## src/rtl/lsu_pkg.sv

```systemverilog
// Shared types and helpers for the memory-stage load/store unit.
package lsu_pkg;

  typedef enum logic [1:0] {
    MT_BYTE = 2'b00,
    MT_HALF = 2'b01,
    MT_WORD = 2'b10
  } mem_type_e;

  typedef enum logic [1:0] {
    S_IDLE = 2'b00,
    S_WAIT = 2'b01,
    S_DONE = 2'b10
  } lsu_state_e;

  localparam logic [1:0] RESULT_SRC_MEM = 2'b01;

  // Encoding 2'b11 falls through to the word case.
  function automatic logic [3:0] byte_en(input logic [1:0] mt, input logic [1:0] a);
    case (mem_type_e'(mt))
      MT_BYTE: return 4'b0001 << a;
      MT_HALF: return 4'b0011 << {a[1], 1'b0};
      default: return 4'b1111;
    endcase
  endfunction

endpackage

```

## src/rtl/lsu_load_align.sv

```systemverilog
// Combinational load lane select and sign/zero extension of a raw 32-bit word.
module lsu_load_align
  import lsu_pkg::*;
(
  input  logic [31:0] rdata,
  input  logic [1:0]  a,
  input  logic [1:0]  mem_type,
  input  logic        mem_sign,
  output logic [31:0] result
);

  logic [7:0]  byte_l;
  logic [15:0] half_l;

  always_comb begin
    byte_l = rdata[{a, 3'b000} +: 8];
    half_l = a[1] ? rdata[31:16] : rdata[15:0];
    case (mem_type_e'(mem_type))
      MT_BYTE: result = {{24{mem_sign & byte_l[7]}}, byte_l};
      MT_HALF: result = {{16{mem_sign & half_l[15]}}, half_l};
      default: result = rdata;
    endcase
  end

endmodule

```

## src/rtl/mem_stage_lsu.sv

```systemverilog
// M-stage load/store unit: turns EX/MEM controls into a req/ready/rvalid access and stalls until done.
// Optional macro LSU_MISALIGN_EXC_EN: trap misaligned half/word accesses instead of forcing alignment.
module mem_stage_lsu
  import lsu_pkg::*;
#(
  parameter int DATA_WIDTH     = 32,
  parameter int TIMEOUT_CYCLES = 64
) (
  input  logic                  clk,
  input  logic                  rst,
  input  logic                  MemWriteM,
  input  logic                  MemSignM,
  input  logic [1:0]            ResultSrcM,
  input  logic [1:0]            MemTypeM,
  input  logic [DATA_WIDTH-1:0] ALUResultM,
  input  logic [DATA_WIDTH-1:0] WriteDataM,
  output logic [DATA_WIDTH-1:0] ReadDataM,
  output logic                  StallM,
  output logic                  BusErrM,
  output logic                  MisalignM,
  output logic                  dmem_req,
  output logic                  dmem_we,
  output logic [DATA_WIDTH-1:0] dmem_addr,
  output logic [DATA_WIDTH-1:0] dmem_wdata,
  output logic [3:0]            dmem_be,
  input  logic                  dmem_ready,
  input  logic                  dmem_rvalid,
  input  logic [DATA_WIDTH-1:0] dmem_rdata
);

  localparam int CNT_W = (TIMEOUT_CYCLES > 0) ? $clog2(TIMEOUT_CYCLES + 1) : 1;
  localparam logic [CNT_W-1:0] TO_LAST = CNT_W'((TIMEOUT_CYCLES > 0) ? TIMEOUT_CYCLES - 1 : 0);

  lsu_state_e        state;
  logic [CNT_W-1:0]  cnt;
  logic              access;
  logic              misalign_exc;
  logic              timeout_hit;
  logic [1:0]        a_eff;
  logic [31:0]       wdata_rep;
  logic [31:0]       load_data;

  assign access = MemWriteM | (ResultSrcM == RESULT_SRC_MEM);

`ifdef LSU_MISALIGN_EXC_EN
  assign misalign_exc = access &&
                        ((MemTypeM == MT_HALF && ALUResultM[0]) ||
                         (MemTypeM[1] && ALUResultM[1:0] != 2'b00));
  assign a_eff = ALUResultM[1:0];
`else
  assign misalign_exc = 1'b0;
  // Without the trap, low address bits are silently dropped to the access size.
  always_comb begin
    case (mem_type_e'(MemTypeM))
      MT_BYTE: a_eff = ALUResultM[1:0];
      MT_HALF: a_eff = {ALUResultM[1], 1'b0};
      default: a_eff = 2'b00;
    endcase
  end
`endif

  always_comb begin
    case (mem_type_e'(MemTypeM))
      MT_BYTE: wdata_rep = {4{WriteDataM[7:0]}};
      MT_HALF: wdata_rep = {2{WriteDataM[15:0]}};
      default: wdata_rep = WriteDataM;
    endcase
  end

  lsu_load_align u_align (
    .rdata    (dmem_rdata),
    .a        (a_eff),
    .mem_type (MemTypeM),
    .mem_sign (MemSignM),
    .result   (load_data)
  );

  // Request/stall decode depends on the live M inputs so the first IDLE cycle already stalls.
  assign dmem_req   = !rst && (state == S_IDLE) && access && !misalign_exc;
  assign StallM     = !rst && (((state == S_IDLE) && access) || (state == S_WAIT));
  assign dmem_we    = dmem_req & MemWriteM;
  assign dmem_addr  = dmem_req ? {ALUResultM[31:2], 2'b00} : '0;
  assign dmem_be    = dmem_req ? byte_en(MemTypeM, a_eff) : 4'b0000;
  assign dmem_wdata = dmem_req ? wdata_rep : '0;

  assign timeout_hit = (TIMEOUT_CYCLES != 0) && (cnt == TO_LAST);

  always_ff @(posedge clk) begin
    if (rst) begin
      state     <= S_IDLE;
      cnt       <= '0;
      ReadDataM <= '0;
      BusErrM   <= 1'b0;
      MisalignM <= 1'b0;
    end else begin
      BusErrM   <= 1'b0;
      MisalignM <= 1'b0;
      case (state)
        S_IDLE: begin
          cnt <= '0;
          if (misalign_exc) begin
            state     <= S_DONE;
            MisalignM <= 1'b1;
            ReadDataM <= '0;
          end else if (access && dmem_ready) begin
            state <= S_WAIT;
          end
        end
        S_WAIT: begin
          if (dmem_rvalid) begin
            state <= S_DONE;
            cnt   <= '0;
            if (!MemWriteM) ReadDataM <= load_data;
          end else if (timeout_hit) begin
            state     <= S_DONE;
            cnt       <= '0;
            BusErrM   <= 1'b1;
            ReadDataM <= '0;
          end else begin
            cnt <= cnt + 1'b1;
          end
        end
        // One unstalled cycle lets the pipeline retire this access.
        S_DONE:  state <= S_IDLE;
        default: state <= S_IDLE;
      endcase
    end
  end

endmodule

```

## config.mk

```make
export PLATFORM = sky130hd
export DESIGN_NAME = mem_stage_lsu
export DESIGN_NICKNAME = d
export VERILOG_FILES = /design/src/rtl/lsu_pkg.sv /design/src/rtl/lsu_load_align.sv /design/src/rtl/mem_stage_lsu.sv
export SDC_FILE = /design/constraint.sdc
export NUM_CORES = 1
export LEC_CHECK = 0
export CAP_MARGIN = 10
export CORE_MARGIN = 2
export CORE_UTILIZATION = 32
export DETAILED_ROUTE_END_ITERATION = 7
export GPL_TIMING_DRIVEN = 0
export PLACE_DENSITY_LB_ADDON = 0.15
export SYNTH_ARGS = -nofsm -noshare
export SYNTH_HDL_FRONTEND = slang
export SYNTH_SLANG_ARGS = --single-unit
```

## constraint.sdc

```tcl
create_clock -name clk -period 1.5 [get_ports clk]
set_clock_uncertainty 0.05 [all_clocks]
set_input_delay 0.225 -clock clk [delete_from_list [all_inputs] [get_ports clk]]
set_output_delay 0.225 -clock clk [all_outputs]
set_load 0.01 [all_outputs]
```

==> qor_table.md <==
| Quantity | Reported |
|:---|:---|
| Run status | complete, but fails checks |
| Failing checks | setup timing |
| Die area | 9790 µm² |
| Post-route clock period utilization | 124% |
| Type of destination of the critical path | flip-flop |
| Reg-to-Reg End | ReadDataM[26] |
| Detailed-placement wirelength estimate | 9.94 mm |
| CTS root buf | clkbuf_8 |
| Routed len/inst | 18.8 µm |
| Clk_lat worst skew | 0.30 ns |
| Required time of the critical path | 1.70 ns |
| Boundary Pins | 211 |
| Hold Violations, Final | 0 |
| Category of cells accounting for the largest share of critical-path delay | buffers and inverters |
| Hold endpoint | ReadDataM[15] |
| Global routing met1 resource utilization | 27.3% |
| Net count, final | 716 |
| Final core utilization | 69.5% |
| Final Max Tran Viols | 0 |
| Final Setup Violations | 108 |
| Slowest library cell on the worst path | or3b_4 |
| Fin crit period | 1.86 ns |
| Type of the worst setup path | flip-flop to flip-flop |
| Cell Count, Final, Fillers Out | 718 |
| Core region area | 8720 µm² |
| Die boundary height | 98.9 µm |
| Setup repair after global routing missed its margin | true |
| Clock transition at the registers of the reported paths | 0.08 ns |
| Count of unresolved DRC violations after routing | 0 |
| Number of DRC violations after detailed-routing iteration 0 | 138 |
| Diode insertion count for antenna repair | 0 |
| CP dominant cell by count | buf_6 |
| Global routing's busiest layer | met2 |
| Placed cell count | 677 |
| Launch instance of the worst register-to-register path | state[1] |
| Fraction of final layout cells sized beyond drive strength 1 | 41.0% |
| Type of origin of the critical path | flip-flop |
| All-Layer GR Usage | 25.3% |
| Cell count of the worst hold path | 3 |
| Overall routed net length | 13.5 mm |
| Largest stage delay, worst path | 0.42 ns |
| Number of cell rows | 34 |
| Effective utilization at floorplan | 33.1% |
| Initial antenna violation count | 0 |
| Clock tree from TritonCTS | built |
| Number of enable flip-flop cells after synthesis | 0 |
| Transition time at the pin with the least slew margin | 0.527 ns |
| FFs w/ async S/R, synth | 0% |
| Share of the yosys chip area belonging to registers | 29.2% |
| Reg2Reg Setup Slack | -0.36 ns |
| Remaining Overflow, GRT | 0 |
| Critical Path, Cell by Cell | buf_6 -> buf_6 -> or3b_4 -> buf_6 -> a2111oi_4 -> buf_6 -> buf_6 -> a22o_4 |
| Worst-case vdd ir drop | 324 µV |
| Min-Delay Path Class | primary input to flip-flop |
| Length in cells of the worst reg-to-reg path | 8 |
| Post-synthesis cell type count | 49 |
| Most common cell after layout, fill and taps aside | clkdlybuf4s50_1 |
| Leak | 2.83 nW |
| Slew margin rel. | 64.3% |
| Start point of the worst hold path | dmem_rdata[15] |
| Clock sink count | 42 |
| Critical path origin | state[1] |
| Synthesized area divided by synthesized cell count | 7.99 µm² |
| MaxCap Viol Count | 0 |
| Commonest non-fill, non-tap cells in the layout | clkdlybuf4s50_1, buf_6, buf_2, dfxtp_1, nand2_1 |
| Flops & latches, synth | 42 |
| Fill cell instance count of the final layout | 694 |
| Global placer's final weighted congestion | 0.854 |
| CP Data Arrival Time | 2.06 ns |
| Buffers plus inverters on the worst setup path | 5 |
| Via count of the routed design | 3792 |
| Avg Vias per Cell | 5.28 |
| Wire length of the first global-routing pass | 19.6 mm |
| Number of buffers created by CTS | 5 |
| GR Layer Usage met3 | 5.74% |
| Power per cell area | 540 nW/µm² |
| Met2 usage in global routing | 47.9% |
| Top flip-flop cell by instance count after synthesis | dfxtp_1 |
| Worst Path Max Fanout | 5 |
| Die width | 98.9 µm |
| Mapped cell area | 2880 µm² |
| Area added between synthesis and finish | 110% |
| Number of instances in the synthesized netlist | 361 |
| Post-layout worst setup margin | -0.359 ns |
| Number of warning messages in the yosys log | 0 |
| # H-tree levels | 2 |
| IO Port Bufs | 206 |
| Clk buf depth | 2 |
| Initial DRT Pass Iterations | 4 |
| Number of routed nets with antenna violations | 0 |
| Pin count of the biggest net entering global routing | 13 |
| Number of global-route vias before repair | 3759 |
| Highest attainable clock frequency | 538 MHz |
## cell families after synthesis
group | after synthesis | share of synthesized area [%]
other | 1 | 0.130
XOR/XNOR | 2 | 0.607
multiplexers | 27 | 10.4
AO/OA/AOI/OAI | 103 | 26.0
adder cells (fa/ha/maj) | 1 | 0.434
buffers and inverters | 34 | 5.64
AND/OR/NAND/NOR | 151 | 27.6
flip-flops | 42 | 29.2
## timing repair
item,CTS,global route
gates cloned,4,1
hold buffers,0,0
pin swaps,22,41
buffers inserted,29,6
endpoints found under the setup margin,106,118
resized for setup,410,138
## sequential cells by signal, summed over array words and instances (netlist names)
signal,flops
cnt,7
ReadDataM,32
state,2
BusErrM,1
## layout make-up
cell class | count | area, µm² | area share [%]
multi-input cells | 287 | 2360 | 38.9
clock inverters | 1 | 5.00 | 0.0826
repair buffers | 241 | 2280 | 37.7
inverters | 5 | 21.3 | 0.351
clock buffers | 7 | 86.3 | 1.42
well taps | 108 | 135 | 2.23
plain buffers | 27 | 317 | 5.22
flip-flops and latches | 42 | 851 | 14.0
## metrics by stage
| step | cell area (µm²) | total power (W) | TNS (ns) | worst slack [ns] | hold WS, ns |
|---|---|---|---|---|---|
| finish | 6060 | 0.00327 | -30.40 | -0.359 | 0.302 |
| global route | 6060 | 0.00341 | -37.49 | -0.436 | 0.335 |
| CTS | 5640 | 0.00313 | -34.19 | -0.459 | 0.320 |
| detailed placement | 5160 | 0.00229 | -110.19 | -1.31 | 0.370 |
| global placement | 5160 | 0.00228 | -107.78 | -1.28 | 0.357 |
| floorplan | 2960 | 0.00163 | -1.57 | -0.138 | 0.244 |
## synthesized netlist by cell type, drive strengths merged (2+ instances only)
master	number	area (µm²)
o21a	2	15.0
o22ai	6	37.5
dfxtp	42	841
a211oi	2	15.0
mux2i	16	160
nor2b	3	18.8
a22oi	2	20.0
mux2	10	113
nor2	36	135
o2bb2ai	14	123
o21ai	20	100
a32o	3	30.0
nand2b	22	138
nand2	29	109
and2	40	250
inv	5	18.8
a21oi	23	115
clkbuf	11	41.3
nand3	6	30.0
buf	18	103
a21boi	6	45.0
a22o	20	188
nor3	5	25.0
## worst min-delay path: stages
cell           delay [ns]
dlygate4sd2_1        0.23
o21ai_2              0.06
o2bb2ai_1            0.11
## how the worst max path moves through the flow
stage                                end  slack [ns]  cells past startpoint
final                      ReadDataM[26]       -0.36                      8
after global routing       ReadDataM[22]       -0.44                      8
after floorplan            ReadDataM[21]       -0.14                      6
after global placement    dmem_wdata[11]       -1.28                      7
after CTS                 dmem_wdata[14]       -0.46                      6
after detailed placement  dmem_wdata[11]       -1.31                      7
## per-layer routing
| metal | routed length [µm] | vias to the layer above | part of all wire [%] |
|---|---|---|---|
| met5 | 0 | - | 0 |
| met4 | 461 | 0 | 3.4 |
| met3 | 1150 | 35 | 8.5 |
| met2 | 7060 | 201 | 52 |
| met1 | 4860 | 1779 | 36 |
| li1 | - | 1777 | - |
## power breakdown
group	internal, W	switching (W)	total, W
clock network	0.000372	0.000391	0.000763
registers	0.00113	0.0000153	0.00115
logic	0.000760	0.000599	0.00136
total	0.00226	0.00101	0.00327
Power figures use the tool's default switching activity.
